## src/rtl/imem_loader.sv

```systemverilog
// Streams a word-count header plus big-endian 32-bit words into instruction memory,
// holding the CPU in reset while loading and flagging completion or abort.
module imem_loader #(
  parameter int ADDR_WIDTH = 7,
  parameter int TIMEOUT    = 1000000
) (
  input  logic                  Clk,
  input  logic                  Reset,
  input  logic                  Start,
  input  logic [7:0]            ByteIn,
  input  logic                  ByteValid,
  output logic                  ByteReady,
  output logic [ADDR_WIDTH-1:0] MemAddress,
  output logic [31:0]           MemWriteData,
  output logic                  MemWrite,
  output logic                  CpuHold,
  output logic                  Done,
  output logic                  Error,
  output logic [15:0]           WordsLoaded
);

  localparam int                TW        = (TIMEOUT > 1) ? $clog2(TIMEOUT) : 1;
  localparam logic [TW-1:0]     TMO_LAST  = TW'(TIMEOUT - 1);
  localparam logic [31:0]       CAPACITY  = 32'd1 << ADDR_WIDTH;

  typedef enum logic [2:0] {
    IDLE, HDR_HI, HDR_LO, DATA, WRITE, DONE, ERR
  } state_t;

  state_t                  state_q, state_d;
  logic [15:0]             n_q, n_d;
  logic [ADDR_WIDTH-1:0]   addr_q, addr_d;
  logic [31:0]             wdata_q, wdata_d;
  logic [23:0]             asm_q, asm_d;
  logic [1:0]              idx_q, idx_d;
  logic [15:0]             words_q, words_d;
  logic [TW-1:0]           tmo_q, tmo_d;

  logic                    accept;
  logic [15:0]             n_full;

  assign ByteReady    = (state_q == HDR_HI) || (state_q == HDR_LO) || (state_q == DATA);
  assign CpuHold      = ByteReady || (state_q == WRITE);
  assign MemWrite     = (state_q == WRITE);
  assign Done         = (state_q == DONE);
  assign Error        = (state_q == ERR);
  assign MemAddress   = addr_q;
  assign MemWriteData = wdata_q;
  assign WordsLoaded  = words_q;

  assign accept = ByteValid && ByteReady;
  assign n_full = {n_q[15:8], ByteIn};

  always_comb begin
    // NOTE: every signal gets a default first so no path can infer a latch.
    state_d = state_q;
    n_d     = n_q;
    addr_d  = addr_q;
    wdata_d = wdata_q;
    asm_d   = asm_q;
    idx_d   = idx_q;
    words_d = words_q;
    tmo_d   = tmo_q;

    unique case (state_q)
      IDLE, DONE, ERR: begin
        if (Start) begin
          state_d = HDR_HI;
          words_d = '0;
          addr_d  = '0;
          idx_d   = '0;
          tmo_d   = '0;
        end
      end

      // The high header byte may wait forever; the idle counter only runs later.
      HDR_HI: begin
        if (accept) begin
          n_d     = {ByteIn, 8'h00};
          tmo_d   = '0;
          state_d = HDR_LO;
        end
      end

      HDR_LO: begin
        if (accept) begin
          n_d   = n_full;
          tmo_d = '0;
          if (n_full == 16'd0)                   state_d = DONE;
          else if ({16'd0, n_full} > CAPACITY)   state_d = ERR;
          else                                   state_d = DATA;
        end else if (tmo_q == TMO_LAST) begin
          state_d = ERR;
        end else begin
          tmo_d = tmo_q + TW'(1);
        end
      end

      DATA: begin
        if (accept) begin
          tmo_d = '0;
          asm_d = {asm_q[15:0], ByteIn};
          if (idx_q == 2'd3) begin
            // Output word only changes here, so it stays put outside WRITE.
            wdata_d = {asm_q, ByteIn};
            idx_d   = '0;
            state_d = WRITE;
          end else begin
            idx_d = idx_q + 2'd1;
          end
        end else if (tmo_q == TMO_LAST) begin
          state_d = ERR;
        end else begin
          tmo_d = tmo_q + TW'(1);
        end
      end

      WRITE: begin
        addr_d  = addr_q + ADDR_WIDTH'(1);
        words_d = words_q + 16'd1;
        state_d = ((words_q + 16'd1) == n_q) ? DONE : DATA;
      end

      default: state_d = IDLE;
    endcase
  end

  always_ff @(posedge Clk or negedge Reset) begin
    if (!Reset) begin
      state_q <= IDLE;
      n_q     <= '0;
      addr_q  <= '0;
      wdata_q <= '0;
      asm_q   <= '0;
      idx_q   <= '0;
      words_q <= '0;
      tmo_q   <= '0;
    end else begin
      // NOTE: non-blocking so every flop samples pre-edge values of the others.
      state_q <= state_d;
      n_q     <= n_d;
      addr_q  <= addr_d;
      wdata_q <= wdata_d;
      asm_q   <= asm_d;
      idx_q   <= idx_d;
      words_q <= words_d;
      tmo_q   <= tmo_d;
    end
  end

endmodule

```

## config.mk

```make
export PLATFORM = sky130hd
export DESIGN_NAME = imem_loader
export DESIGN_NICKNAME = d
export VERILOG_FILES = /design/src/rtl/imem_loader.sv
export SDC_FILE = /design/constraint.sdc
export NUM_CORES = 1
export LEC_CHECK = 0
export CAP_MARGIN = 20
export CORE_AREA = 2 2 103 105
export CTS_CLUSTER_SIZE = 10
export DETAILED_ROUTE_END_ITERATION = 6
export DIE_AREA = 0 0 105 107
export PLACE_DENSITY_LB_ADDON = 0.08
export SLEW_MARGIN = 20
export SYNTH_ARGS = -nofsm -noshare
export SYNTH_HDL_FRONTEND = slang
export SYNTH_SLANG_ARGS = --single-unit
```

## constraint.sdc

```tcl
create_clock -name Clk -period 4.2 [get_ports Clk]
set_input_delay 0.63 -clock Clk [delete_from_list [all_inputs] [get_ports Clk]]
set_output_delay 0.63 -clock Clk [all_outputs]
set_load 0.01 [all_outputs]
```

**Word level (Yosys, flattened, before mapping)**

Index checks and enable logic that the tools add are counted.

- Memories kept: 0
- Word-level logic and storage cells: 76
- Bits of input ports: 12
- Bits in latches: 0
- Memory bits (read-only): 0
- Register bits after elaboration: 120
- Output and inout port bits: 60
- Bits in writable memories: 0

- $lt $le $gt $ge: 1
- Equality and inequality tests: 15
- Reduce and logical (&&, ||, !) cells: 20
- Add/subtract/negate cells: 4
- Shift operators: 0
- Bitwise logic cells: 1
- Multipliers: 0
- Div/mod/pow operators: 0
- Mux-type cells: 26

Operator list:

| cell | count |
|---|---|
| 2-to-1 mux 20 bit | 4 |
| one-hot mux 16 bit (2 select lines) | 2 |
| one-hot mux 20 bit (3 select lines) | 1 |
| 2-to-1 mux 16 bit | 2 |
| 2-to-1 mux 3 bit | 9 |
| adder 20 x 1 -> 20 bit, second input constant | 1 |
| equality test 20 bit, second input constant | 1 |
| adder 16 x 1 -> 16 bit, second input constant | 1 |
| equality test 16 bit | 1 |
| > comparator 16 x 8 -> 1 bit, second input constant | 1 |
| zero test 16 bit | 1 |
| one-hot mux 3 bit (5 select lines) | 1 |
| AND reduction 3 bit | 5 |
| one-hot mux 7 bit (2 select lines) | 1 |
| equality test 3 bit, second input constant | 3 |
| 2-to-1 mux 8 bit | 1 |
| inequality test 2 bit, second input constant | 4 |
| adder 7 x 1 -> 7 bit, second input constant | 1 |
| 2-to-1 mux 7 bit | 1 |
| equality test 3 x 2 -> 1 bit, second input constant | 2 |
| 2-to-1 mux 2 bit | 3 |
| nonzero test 2 bit | 3 |
| one-hot mux 2 bit (2 select lines) | 1 |
| AND reduction 2 bit | 2 |
| other kinds (13) | 15 |

**Depth between registers and ports, before layout**

- Depth after elaboration: 6
- Depth in mapped cells: 9
- Depth with buffers taken out: 7

**Worst setup path after synthesis**

Ideal clock, no wire load.

- Path kind: in2reg
- Start: in Start
- End: reg tmo_q[15]
- Library setup time: 0.076 ns
- Arrival time: 2.144 ns
- Cell stages on the path: 8
- Setup slack: 1.979 ns
- Data required time: 4.124 ns
- Buffers on the path: 2
- Cell sequence: inv_1 > maj3_1 > a21o_1 > buf_2 > or2_0 > clkbuf_1 > or4_1 > o21ai_1

- Longest elaborated chain between the ends: 2

RTL lines:

| element | line | RTL |
|---|---|---|
| from (decl) | 9 | `input logic Start,` |
| inequality test 2 bit (no line) | - |  |
| AND reduction 4 bit (no line) | - |  |
| to (signal assigned) | 147 | `tmo_q <= tmo_d;` |
| to (decl) | 37 | `logic [TW-1:0] tmo_q, tmo_d;` |

No other way between the ends.
A chain may end at the register's enable or synchronous reset.

**Final worst setup path**

- Start: reg state_q[0]
- End: out MemWrite

- Longest elaborated chain between the ends: 1

RTL lines:

| element | line | RTL |
|---|---|---|
| from (decl) | 30 | `state_t state_q, state_d;` |
| from (signal assigned) | 140 | `state_q <= state_d;` |
| equality test 3 bit | 44 | `assign MemWrite = (state_q == WRITE);` |
| to (decl) | 15 | `output logic MemWrite,` |

No other way between the ends.

==> results.json <==
{
  "nFillCells": 722,
  "ys.flop_type": "sky130_fd_sc_hd__dfrtp_1",
  "postRouteAntennaNets": 0,
  "grt_remaining_overflow": 0,
  "routing_layer_with_the_top_usage_in_global_route": "met2",
  "yosys-top-cells-area": "sky130_fd_sc_hd__dfrtp_1 (49%), sky130_fd_sc_hd__mux2_2 (12%), sky130_fd_sc_hd__o21ai_0 (4.0%)",
  "setup_total_negative_slack_ns": 0,
  "port-buffer-count": 71,
  "post_drt_wl_per_cell_um": 17.7,
  "criticalPathCategory": "reg -> out",
  "htreeDepth": 4,
  "combinationalPowerShare": 0.275,
  "finalHoldViolCount": 0,
  "p_leak_nw": 3.27,
  "finalWorstPathRequiredPeriod_ns": 3.56,
  "final_max_slew_viol_count": 0,
  "cts-buffers-inserted": 17,
  "switchingPower_mw": 1.51,
  "path_cells": "nor2_1 -> nand2_2 -> clkinv_1 -> clkdlybuf4s50_1",
  "grtUsageTotal": 0.264,
  "finalInstanceArea_mm2": 0.00752,
  "initial_core_utilization": 0.602,
  "maxCapViolations": 0,
  "grt_first_pass_wirelength_um": 23200,
  "ys_warn_count": 0,
  "detail_route.first_pass.iterations": 5,
  "layout-area-overhead-vs-synth_pct": 23.8,
  "num_vias": 4714,
  "max_freq_ghz": 0.281,
  "most-common-layout-cells": "sky130_fd_sc_hd__dfrtp_1 (120), sky130_fd_sc_hd__clkdlybuf4s50_1 (70), sky130_fd_sc_hd__mux2_2 (66)",
  "holdBufCountCts": 0,
  "setup_repair_after_global_routing_missed_its_margin": "false",
  "synth_largest_area_cell": "sky130_fd_sc_hd__dfrtp_1",
  "design_power_total_mw": 4.90,
  "share_clk_of_total_power": 0.348,
  "whs_ns": 0.181,
  "layout_worst_path_cycle_share": 0.847,
  "core.rowCount": 37,
  "synthesis.area_per_instance_um2": 10.7,
  "grtUsageMet2": 0.426,
  "cts.clk_slew.worst_paths_ns": 0.05,
  "crit_slowest_cell": "sky130_fd_sc_hd__dfrtp_1",
  "initialDrtViolationCount": 342,
  "yosys_top_cell_area_share": 0.495,
  "top_level_ports": 72,
  "yosys_reg_bits": 120,
  "worst_path_dominant_cell_family": "flip-flops",
  "post_cts_resized": 0,
  "post_drt_via_cell_ratio": 6.04,
  "grt_pass1_vias": 4653,
  "worst-slew-pin-transition_ns": 0.992,
  "layout-drive-gt1-share": 0.186,
  "cts_setup_buffers": 0,
  "dp_hpwl_um": 8900,
  "critical_path.max_fanout": 38,
  "stdcell_count": 780,
  "element_type_at_the_critical_path_end": "output port",
  "floorplan.core_area_mm2": 0.0101,
  "pin_count_of_the_biggest_net_entering_global_routing": 121,
  "power.share.switching": 0.308,
  "drcViolationCount": 0,
  "routabilityCongestion": 0.863,
  "placedInstanceArea_mm2": 0.00682,
  "num_antenna_cells": 0,
  "post-place-cells": 748,
  "sequential_to_total_area_share_from_yosys_stat": 0.495,
  "internal-power_mw": 3.40,
  "final.setup_skew_ns": 0.00463,
  "clkLatencyLatePin_ns": 0.53,
  "slew-limit-headroom": 0.338,
  "mappedNetlistNets": 586,
  "grt_antenna_before_repair": 0,
  "synth-async-reset-ratio": 1.00,
  "dieHeight_um": 107,
  "worst-path-buf-inv": 2,
  "finalSetupViolCount": 0,
  "synthDistinctLibCells": 69,
  "gr-usage-met1": 0.347,
  "most_frequent_standard_cell_in_the_layout_excluding_fill_and_tap_cells": "sky130_fd_sc_hd__dfrtp_1",
  "final_core_util": 0.745,
  "number_of_enable_flip_flop_cells_after_synthesis": 0,
  "run_status": "finished, final reports clean",
  "crit_path_required_time_ns": 3.57,
  "place_ws_ns": 1.14,
  "grt_use_met3": 0.0578,
  "critPathLaunchType": "register",
  "worst_ep_arrival_time_ns": 2.93,
  "netlist_instances": 570,
  "tritoncts_clock_tree": "done",
  "cts_max_path_buffers": 2,
  "seq_power_share": 0.376,
  "holdCritPathClass": "in -> async",
  "chipWidth_um": 105,
  "dieArea_mm2": 0.0112,
  "totalWireLength_um": 13800,
  "synthesis.area_mm2": 0.00607,
  "finalWorstSetupSlack_ns": 0.645,
  "peak_per_stage_delay_on_the_critical_path_ns": 0.99,
  "fin_nets": 647,
  "cts.sinks": 120,
  "power_density_mw_per_mm2": 652,
  "clk_root_buffer_cell": "sky130_fd_sc_hd__clkbuf_8",
  "ir_worst_vdd_mv": 0.413
}
==> per-layer routing <==
| layer | up-vias | wire [um] |
|---|---|---|
| met4 | 0 | 287 |
| met2 | 160 | 6900 |
| met5 | - | 0 |
| met1 | 2323 | 5910 |
| li1 | 2201 | - |
| met3 | 30 | 749 |
==> final timing paths <==
check                              start                to  slack, ns  cells after the start
setup reg to reg              state_q[0]          tmo_q[7]       1.10                      6
hold reg to reg            MemAddress[6]     MemAddress[6]       0.50                      1
max in group asynchronous          Reset          idx_q[1]       3.53                      2
setup / recovery              state_q[0]          MemWrite       0.64                      4
hold / removal                     Reset  MemWriteData[28]       0.18                      2
min in group Clk           MemAddress[6]     MemAddress[6]       0.50                      1
==> layout make-up <==
type	instances	area, um2	area share
tap	136	170	0.0226
multi-input combinational	405	2840	0.378
clock inverter	12	244	0.0324
inverter	9	33.8	0.00449
timing repair buffer	78	773	0.103
sequential	120	3000	0.399
clock buffer	20	455	0.0606
==> Yosys cell counts (all sizes together), types with 8 or more instances <==
library cell and count:
dfrtp 120, mux2 66, o21ai 51, nand2 49
nor2 36, clkbuf 25, xnor2 23, nand3 17
nand4 14, nor3 14, nor4 12, a22o 11
buf 11, and3 10, xor2 10, a21oi 9
inv 8
==> flip-flops by register name (all words and copies together) (netlist names) <==
register      count
MemWriteData     32
MemAddress        7
n_q              16
tmo_q            20
asm_q            24
state_q           3
idx_q             2
WordsLoaded      16
==> power groups by stage <==
stage	clock [mW]	combinational [mW]	sequential, mW
after floorplan	0	0.978	1.72
after global placement	0	1.29	1.83
after detailed placement	0	1.34	1.86
after CTS	1.72	1.36	1.84
after global routing	1.78	1.47	1.90
final	1.71	1.35	1.85
==> worst register-to-register path: stages, from the launching register on <==
cell and delay [ns]:
sky130_fd_sc_hd__dfrtp_1 0.99, sky130_fd_sc_hd__nor2_1 0.25, sky130_fd_sc_hd__maj3_1 0.42, sky130_fd_sc_hd__a21o_1 0.36, sky130_fd_sc_hd__nor2_1 0.64, sky130_fd_sc_hd__a211oi_1 0.11, sky130_fd_sc_hd__a41o_1 0.23
==> kinds of logic (layout without fill, tap and decap cells) <==
group,Yosys count,after routing,synth area share
and+or+nand+nor,190,190,0.170
adders and majority gates,5,5,0.00989
buffers and inverters,45,119,0.0377
AOI/OAI and AO/OA,108,108,0.113
xor gates and xnor gates,33,33,0.0476
muxes,69,69,0.127
DFF,120,120,0.495
Note: power is estimated with default switching activity, not from simulation.
